$ cat src/rtl/pipeline_stall_ctrl_if.sv
// Handshake bundle between the pipeline control logic and pipeline_stall_ctrl.
//   master : hazard/memory sources (drives the *_i flags, observes enables/flushes)
//   slave  : pipeline_stall_ctrl (consumes the flags, drives enables/flushes/counters)
// Signals:
//   start_i, LoadUse_i, Branch_Taken_i, DMem_Req_i, DMem_Hit_i, DMem_Ack_i : inputs to the sequencer
//   PC_En_o, IFID_En_o, IFID_Flush_o, IDEX_Flush_o, EXMEM_En_o, MEMWB_Flush_o : per-stage controls
//   Busy_o, Error_o                                                         : status
//   Stall_Cnt_o, Flush_Cnt_o                                                : saturating perf counters
interface pipeline_stall_ctrl_if #(
  parameter int unsigned CNT_W = 32
);
  logic             start_i;
  logic             LoadUse_i;
  logic             Branch_Taken_i;
  logic             DMem_Req_i;
  logic             DMem_Hit_i;
  logic             DMem_Ack_i;
  logic             PC_En_o;
  logic             IFID_En_o;
  logic             IFID_Flush_o;
  logic             IDEX_Flush_o;
  logic             EXMEM_En_o;
  logic             MEMWB_Flush_o;
  logic             Busy_o;
  logic             Error_o;
  logic [CNT_W-1:0] Stall_Cnt_o;
  logic [CNT_W-1:0] Flush_Cnt_o;

  modport master (
    output start_i, LoadUse_i, Branch_Taken_i, DMem_Req_i, DMem_Hit_i, DMem_Ack_i,
    input  PC_En_o, IFID_En_o, IFID_Flush_o, IDEX_Flush_o, EXMEM_En_o, MEMWB_Flush_o,
    input  Busy_o, Error_o, Stall_Cnt_o, Flush_Cnt_o
  );

  modport slave (
    input  start_i, LoadUse_i, Branch_Taken_i, DMem_Req_i, DMem_Hit_i, DMem_Ack_i,
    output PC_En_o, IFID_En_o, IFID_Flush_o, IDEX_Flush_o, EXMEM_En_o, MEMWB_Flush_o,
    output Busy_o, Error_o, Stall_Cnt_o, Flush_Cnt_o
  );
endinterface

$ cat src/rtl/pipeline_stall_ctrl.sv
// Central stall/flush sequencer for the 5-stage pipeline.
// Merges load-use hazard, ID-stage taken branch and data-memory miss handshake into
// per-stage enables/flushes, freezes PC..EX/MEM across a memory miss, and keeps
// saturating stall/flush cycle counters.
// Ports:
//   clk_i : clock, all state on rising edge
//   rst_i : synchronous active-high reset
//   bus   : pipeline_stall_ctrl_if slave modport (hazard inputs, stage controls, counters)
// Parameters:
//   CNT_W        : width of the stall/flush counters (saturating)
//   MISS_TIMEOUT : MEM_WAIT cycles without ack before ERROR (>= 1)
module pipeline_stall_ctrl #(
  parameter int unsigned CNT_W        = 32,
  parameter int unsigned MISS_TIMEOUT = 255
) (
  input  logic                 clk_i,
  input  logic                 rst_i,
  pipeline_stall_ctrl_if.slave bus
);
  localparam int unsigned          TMO_W    = $clog2(MISS_TIMEOUT + 1);
  localparam logic [TMO_W-1:0]     TMO_LAST = TMO_W'(MISS_TIMEOUT - 1);

  typedef enum logic [1:0] {
    S_IDLE,
    S_RUN,
    S_MEM_WAIT,
    S_ERROR
  } state_t;

  state_t           state_q, state_nxt;
  logic [TMO_W-1:0] tmo_q;
  logic [CNT_W-1:0] stall_cnt_q, flush_cnt_q;

  logic freeze, eval_run;
  logic pc_en, ifid_en, ifid_flush, idex_flush, exmem_en, memwb_flush, busy, error;
  logic stall_inc;

  // The miss/wait cycles share one "freeze" output set; RUN and the MEM_WAIT
  // release cycle share one hazard evaluation, so the case only classifies.
  always_comb begin
    state_nxt = state_q;
    freeze    = 1'b0;
    eval_run  = 1'b0;
    busy      = 1'b0;
    error     = 1'b0;
    unique case (state_q)
      S_IDLE: begin
        if (bus.start_i) state_nxt = S_RUN;
      end
      S_RUN: begin
        if (bus.DMem_Req_i && !bus.DMem_Hit_i) begin
          freeze    = 1'b1;
          state_nxt = S_MEM_WAIT;
        end else begin
          eval_run = 1'b1;
        end
      end
      S_MEM_WAIT: begin
        busy = 1'b1;
        if (bus.DMem_Ack_i) begin
          eval_run  = 1'b1;
          state_nxt = S_RUN;
        end else begin
          freeze = 1'b1;
          if (tmo_q == TMO_LAST) state_nxt = S_ERROR;
        end
      end
      S_ERROR: begin
        error = 1'b1;
      end
      default: state_nxt = S_IDLE;
    endcase
  end

  always_comb begin
    pc_en       = 1'b0;
    ifid_en     = 1'b0;
    ifid_flush  = 1'b0;
    idex_flush  = 1'b0;
    exmem_en    = 1'b0;
    memwb_flush = 1'b0;
    if (freeze) begin
      memwb_flush = 1'b1;
    end else if (eval_run) begin
      exmem_en = 1'b1;
      if (bus.LoadUse_i) begin
        idex_flush = 1'b1;
      end else begin
        pc_en      = 1'b1;
        ifid_en    = 1'b1;
        ifid_flush = bus.Branch_Taken_i;
      end
    end
  end

  assign stall_inc = (state_q == S_RUN || state_q == S_MEM_WAIT) && !pc_en;

  always_ff @(posedge clk_i) begin
    if (rst_i) begin
      state_q     <= S_IDLE;
      tmo_q       <= '0;
      stall_cnt_q <= '0;
      flush_cnt_q <= '0;
    end else begin
      state_q <= state_nxt;
      if (state_q == S_MEM_WAIT && !bus.DMem_Ack_i) tmo_q <= tmo_q + 1'b1;
      else                                          tmo_q <= '0;
      if (stall_inc && stall_cnt_q != '1)  stall_cnt_q <= stall_cnt_q + 1'b1;
      if (ifid_flush && flush_cnt_q != '1) flush_cnt_q <= flush_cnt_q + 1'b1;
    end
  end

  assign bus.PC_En_o       = pc_en;
  assign bus.IFID_En_o     = ifid_en;
  assign bus.IFID_Flush_o  = ifid_flush;
  assign bus.IDEX_Flush_o  = idex_flush;
  assign bus.EXMEM_En_o    = exmem_en;
  assign bus.MEMWB_Flush_o = memwb_flush;
  assign bus.Busy_o        = busy;
  assign bus.Error_o       = error;
  assign bus.Stall_Cnt_o   = stall_cnt_q;
  assign bus.Flush_Cnt_o   = flush_cnt_q;
endmodule

$ cat src/flat_wrapper.sv
// flat-port wrapper written by rule: the top's interface ports become plain ports
module pipeline_stall_ctrl_flat 
#(
  parameter int unsigned CNT_W        = 32,
  parameter int unsigned MISS_TIMEOUT = 255
)
  (clk_i, rst_i, bus_start_i, bus_LoadUse_i, bus_Branch_Taken_i, bus_DMem_Req_i, bus_DMem_Hit_i, bus_DMem_Ack_i, bus_PC_En_o, bus_IFID_En_o, bus_IFID_Flush_o, bus_IDEX_Flush_o, bus_EXMEM_En_o, bus_MEMWB_Flush_o, bus_Busy_o, bus_Error_o, bus_Stall_Cnt_o, bus_Flush_Cnt_o);
  pipeline_stall_ctrl_if #(.CNT_W(CNT_W)) bus_i ();
  input  logic clk_i;
  input  logic rst_i;
  input wire logic [$bits(bus_i.start_i)-1:0] bus_start_i;
  input wire logic [$bits(bus_i.LoadUse_i)-1:0] bus_LoadUse_i;
  input wire logic [$bits(bus_i.Branch_Taken_i)-1:0] bus_Branch_Taken_i;
  input wire logic [$bits(bus_i.DMem_Req_i)-1:0] bus_DMem_Req_i;
  input wire logic [$bits(bus_i.DMem_Hit_i)-1:0] bus_DMem_Hit_i;
  input wire logic [$bits(bus_i.DMem_Ack_i)-1:0] bus_DMem_Ack_i;
  output wire logic [$bits(bus_i.PC_En_o)-1:0] bus_PC_En_o;
  output wire logic [$bits(bus_i.IFID_En_o)-1:0] bus_IFID_En_o;
  output wire logic [$bits(bus_i.IFID_Flush_o)-1:0] bus_IFID_Flush_o;
  output wire logic [$bits(bus_i.IDEX_Flush_o)-1:0] bus_IDEX_Flush_o;
  output wire logic [$bits(bus_i.EXMEM_En_o)-1:0] bus_EXMEM_En_o;
  output wire logic [$bits(bus_i.MEMWB_Flush_o)-1:0] bus_MEMWB_Flush_o;
  output wire logic [$bits(bus_i.Busy_o)-1:0] bus_Busy_o;
  output wire logic [$bits(bus_i.Error_o)-1:0] bus_Error_o;
  output wire logic [$bits(bus_i.Stall_Cnt_o)-1:0] bus_Stall_Cnt_o;
  output wire logic [$bits(bus_i.Flush_Cnt_o)-1:0] bus_Flush_Cnt_o;
  assign bus_i.start_i = bus_start_i;
  assign bus_i.LoadUse_i = bus_LoadUse_i;
  assign bus_i.Branch_Taken_i = bus_Branch_Taken_i;
  assign bus_i.DMem_Req_i = bus_DMem_Req_i;
  assign bus_i.DMem_Hit_i = bus_DMem_Hit_i;
  assign bus_i.DMem_Ack_i = bus_DMem_Ack_i;
  assign bus_PC_En_o = bus_i.PC_En_o;
  assign bus_IFID_En_o = bus_i.IFID_En_o;
  assign bus_IFID_Flush_o = bus_i.IFID_Flush_o;
  assign bus_IDEX_Flush_o = bus_i.IDEX_Flush_o;
  assign bus_EXMEM_En_o = bus_i.EXMEM_En_o;
  assign bus_MEMWB_Flush_o = bus_i.MEMWB_Flush_o;
  assign bus_Busy_o = bus_i.Busy_o;
  assign bus_Error_o = bus_i.Error_o;
  assign bus_Stall_Cnt_o = bus_i.Stall_Cnt_o;
  assign bus_Flush_Cnt_o = bus_i.Flush_Cnt_o;
  pipeline_stall_ctrl #(.CNT_W(CNT_W), .MISS_TIMEOUT(MISS_TIMEOUT)) u_core (.clk_i(clk_i), .rst_i(rst_i), .bus(bus_i));
endmodule
$ cat config.mk
export PLATFORM = sky130hd
export DESIGN_NAME = pipeline_stall_ctrl_flat
export DESIGN_NICKNAME = d
export VERILOG_FILES = /design/src/rtl/pipeline_stall_ctrl_if.sv /design/src/rtl/pipeline_stall_ctrl.sv /design/src/flat_wrapper.sv
export SDC_FILE = /design/constraint.sdc
export NUM_CORES = 1
export LEC_CHECK = 0
export ABC_AREA = 1
export BUFFER_PORTS_ARGS = -buffer_cell sky130_fd_sc_hd__buf_4
export CAP_MARGIN = 40
export CORE_MARGIN = 1
export CORE_UTILIZATION = 40
export CTS_CLUSTER_DIAMETER = 60
export DETAILED_ROUTE_END_ITERATION = 7
export MAX_ROUTING_LAYER = met4
export PLACE_DENSITY = 0.63
export SLEW_MARGIN = 20
export SYNTH_ARGS = -nofsm -noshare
export SYNTH_HDL_FRONTEND = slang
export SYNTH_SLANG_ARGS = --single-unit
$ cat constraint.sdc
create_clock -name clk_i -period 4.2 [get_ports clk_i]
set_input_delay 0 -clock clk_i [delete_from_list [all_inputs] [get_ports clk_i]]
set_output_delay 0 -clock clk_i [all_outputs]
set_load 0.01 [all_outputs]
==> results.sh <==
export IMPL_grt_max_degree=50
export IMPL_crit_path_max_incr_delay_ps=540
export IMPL_synthFlopType="dfxtp_1"
export IMPL_n_antenna_cell=0
export IMPL_p_leak_nw=2.31
export IMPL_min_path_type="primary input to register"
export IMPL_cts_resized=0
export IMPL_die_area_mm2=0.0122
export IMPL_synthesis_nets=768
export IMPL_fmax_ghz=0.433
export IMPL_fin_crit_ps=2310
export IMPL_relSlewSlack_pct=49.3
export IMPL_r2r_end="u_core.bus.Flush_Cnt_o[7]$_SDFFE_PP0P_"
export IMPL_cp_required_ps=4460
export IMPL_ys_seq_elements=74
export IMPL_ys_async_sr_fraction_pct=0
export IMPL_cap_violations=0
export IMPL_hold_end="u_core.tmo_q[7]$_SDFF_PP0_"
export IMPL_fp_dieW_um=111
export IMPL_antenna_found_initial=0
export IMPL_htree_num_levels=3
export IMPL_layout_worst_path_cycle_share_pct=55.0
export IMPL_fillers=1189
export IMPL_layout_commonest_cell="nand2_1"
export IMPL_cts_buffer_depth=2
export IMPL_grt_usage_pct=21.0
export IMPL_critPathCaptureType="register"
export IMPL_crit_chain="inv_1 -> ha_1 -> inv_1 -> a21oi_1 -> nand3_1 -> nor2_2 -> buf_6 -> nand2_1 -> a21oi_1"
export IMPL_drc_errors=0
export IMPL_r2r_setup_slack_ps=1890
export IMPL_finalClockSkew_ps=8.12
export IMPL_rsz0062_at_grt="no"
export IMPL_start_kind="register"
export IMPL_status="completed"
export IMPL_worst_r2r_cell_count=9
export IMPL_vdd_drop_max_v=0.000223
export IMPL_worst_skew_pair_late_latency_ps=340
export IMPL_setup_tns_ps=0
export IMPL_rows=39
export IMPL_most_common_layout_cells="nand2_1 (281), nor2_1 (130), buf_4 (80)"
export IMPL_grt_pass1_vias=4399
export IMPL_yosys_warnings=0
export IMPL_dp_hpwl_mm=9.18
export IMPL_powerDensity_mw_per_mm2=333
export IMPL_cp_arrival_ps=2570
export IMPL_finalNetCount=842
export IMPL_synthCells=752
export IMPL_start_util_pct=41.1
export IMPL_synth_edf_count=0
export IMPL_yosysTopAreaCellShare_pct=31.4
export IMPL_r2r_start="u_core.state_q[1]$_SDFFE_PP0P_"
export IMPL_layout_drive_gt1_share_pct=16.4
export IMPL_cts_setup_buffers=0
export IMPL_gp_congestion=0.907
export IMPL_grt_pass1_wl_mm=20.3
export IMPL_vias=4793
export IMPL_cts_root_buf="clkbuf_16"
export IMPL_yosysSeqAreaShare_pct=31.4
export IMPL_drt_iter0_markers=281
export IMPL_ant_nets=0
export IMPL_path_class="register to register"
export IMPL_crit_path_top_delay_cell="nor2_2"
export IMPL_slew_violations=0
export IMPL_critPathMaxFanout=15
export IMPL_path_buf_inv=3
export IMPL_ys_types=33
export IMPL_routedWlPerCell_um=12.7
export IMPL_min_path_cells=6
export IMPL_core_area_mm2=0.0115
export IMPL_io_pins=80
export IMPL_overflow=0
export IMPL_fin_area_mm2=0.00564
export IMPL_placed_area_mm2=0.00537
export IMPL_synth_largest_area_cell="dfxtp_1"
export IMPL_port_buffers=79
export IMPL_totalWireLength_mm=12.4
export IMPL_first_pass_iters=4
export IMPL_avgViaCountPerCell=4.92
export IMPL_die_h_um=111
export IMPL_clock_sinks=74
export IMPL_synth_area_leaders="dfxtp_1 (31%), nand2_1 (22%), nor2_1 (10%)"
export IMPL_cts_hold_buf=0
export IMPL_syn_area_mm2=0.00472
export IMPL_hold_viol_final=0
export IMPL_setup_viol_count_final=0
export IMPL_clk_pin_slew_ps=60
export IMPL_syn_to_final_growth_pct=19.5
export IMPL_synth_avg_cell_area_um2=6.27
export IMPL_critPathTopFamily="simple AND/OR/NAND/NOR gates"
export IMPL_cts_inserted_buffers=9
export IMPL_cts_tree="yes"
export IMPL_min_from="bus_DMem_Ack_i"
export IMPL_worstMarginPinSlew_ps=760
[worst max path at each step]
| stage | start | endpoint | slack, ps | cells after the start |
|---|---|---|---|---|
| after global placement | u_core.state_q[0]$_SDFFE_PP0P_ | u_core.bus.Flush_Cnt_o[31]$_SDFFE_PP0P_ | 1840 | 9 |
| after detailed placement | u_core.state_q[0]$_SDFFE_PP0P_ | u_core.bus.Flush_Cnt_o[7]$_SDFFE_PP0P_ | 1940 | 9 |
| final | u_core.state_q[1]$_SDFFE_PP0P_ | u_core.bus.Flush_Cnt_o[7]$_SDFFE_PP0P_ | 1890 | 9 |
| after floorplan | u_core.bus.Stall_Cnt_o[0]$_SDFFE_PP0P_ | u_core.bus.Stall_Cnt_o[18]$_SDFFE_PP0P_ | 2360 | 11 |
| after global routing | u_core.state_q[1]$_SDFFE_PP0P_ | u_core.bus.Flush_Cnt_o[7]$_SDFFE_PP0P_ | 1620 | 9 |
| after CTS | u_core.state_q[1]$_SDFFE_PP0P_ | u_core.bus.Flush_Cnt_o[7]$_SDFFE_PP0P_ | 1910 | 9 |
[metal layers]
metal | up-vias | routed length, um | GRT usage (%)
met5 | - | 0 | -
met3 | 23 | 455 | 3.51
li1 | 2502 | - | -
met1 | 2174 | 5700 | 24.6
met2 | 94 | 5900 | 34.8
met4 | 0 | 304 | 10.2
[worst reg2reg max path: cells and delay by family (launching register included)]
kind / cells / cell delay, ps
AOI/OAI and AO/OA: 2 / 300
adders and majority gates: 1 / 370
buffers and inverters: 3 / 430
DFF: 1 / 370
and+or+nand+nor: 3 / 750
[sequential cells by signal (all words and copies together) (netlist names)]
name and cells:
u_core.bus.Stall_Cnt_o 32, u_core.state_q 2, u_core.bus.Flush_Cnt_o 32, u_core.tmo_q 8
[through the flow]
step                      instances  total power, mW  utilization (%)  setup WS [ps]  hold slack [ps]
after floorplan                 752             1.12                -           2360              137
after global placement          957             1.18             46.8           1840              392
after detailed placement        958             1.19             46.9           1940              386
after CTS                       974             1.90             49.1           1910              115
after global routing            974             1.97             49.1           1620              145
final                           974             1.87             49.1           1890              124
[synthesized netlist by cell type (4+ instances only)]
cell type / instances
nand2_1: 281
nor2_1: 130
dfxtp_1: 74
inv_1: 55
a21oi_1: 48
xor2_1: 22
nand3_1: 19
nand3b_1: 17
o21ai_0: 12
xnor2_1: 11
a21oi_2: 10
nand2_2: 10
ha_1: 8
clkbuf_1: 6
nor2_2: 6
buf_6: 5
nand4_1: 5
buf_2: 4
nand2_4: 4
[kinds of logic (layout without fill, tap and decap cells)]
group | Yosys count | in the layout | synth area share (%)
flops | 74 | 74 | 31.4
fa+ha+maj | 8 | 8 | 2.12
simple gates | 485 | 485 | 43.7
compound gates | 76 | 76 | 9.15
buf+inv | 76 | 155 | 7.46
xor+xnor | 33 | 33 | 6.13
[cell type report]
| cell class | count | area (um2) | share of cell area [%] |
|---|---|---|---|
| Multi-Input combinational cell | 602 | 2880 | 51.2 |
| Clock inverter | 6 | 33.8 | 0.599 |
| Inverter | 58 | 218 | 3.86 |
| Timing Repair Buffer | 81 | 612 | 10.9 |
| Tap cell | 143 | 179 | 3.17 |
| Sequential cell | 74 | 1480 | 26.3 |
| Clock buffer | 10 | 229 | 4.06 |
[power breakdown]
group / internal (mW) / switching, mW
sequential: 0.726 / 0.0280
clock: 0.395 / 0.306
combinational: 0.122 / 0.297
Power figures use the tool's default switching activity.
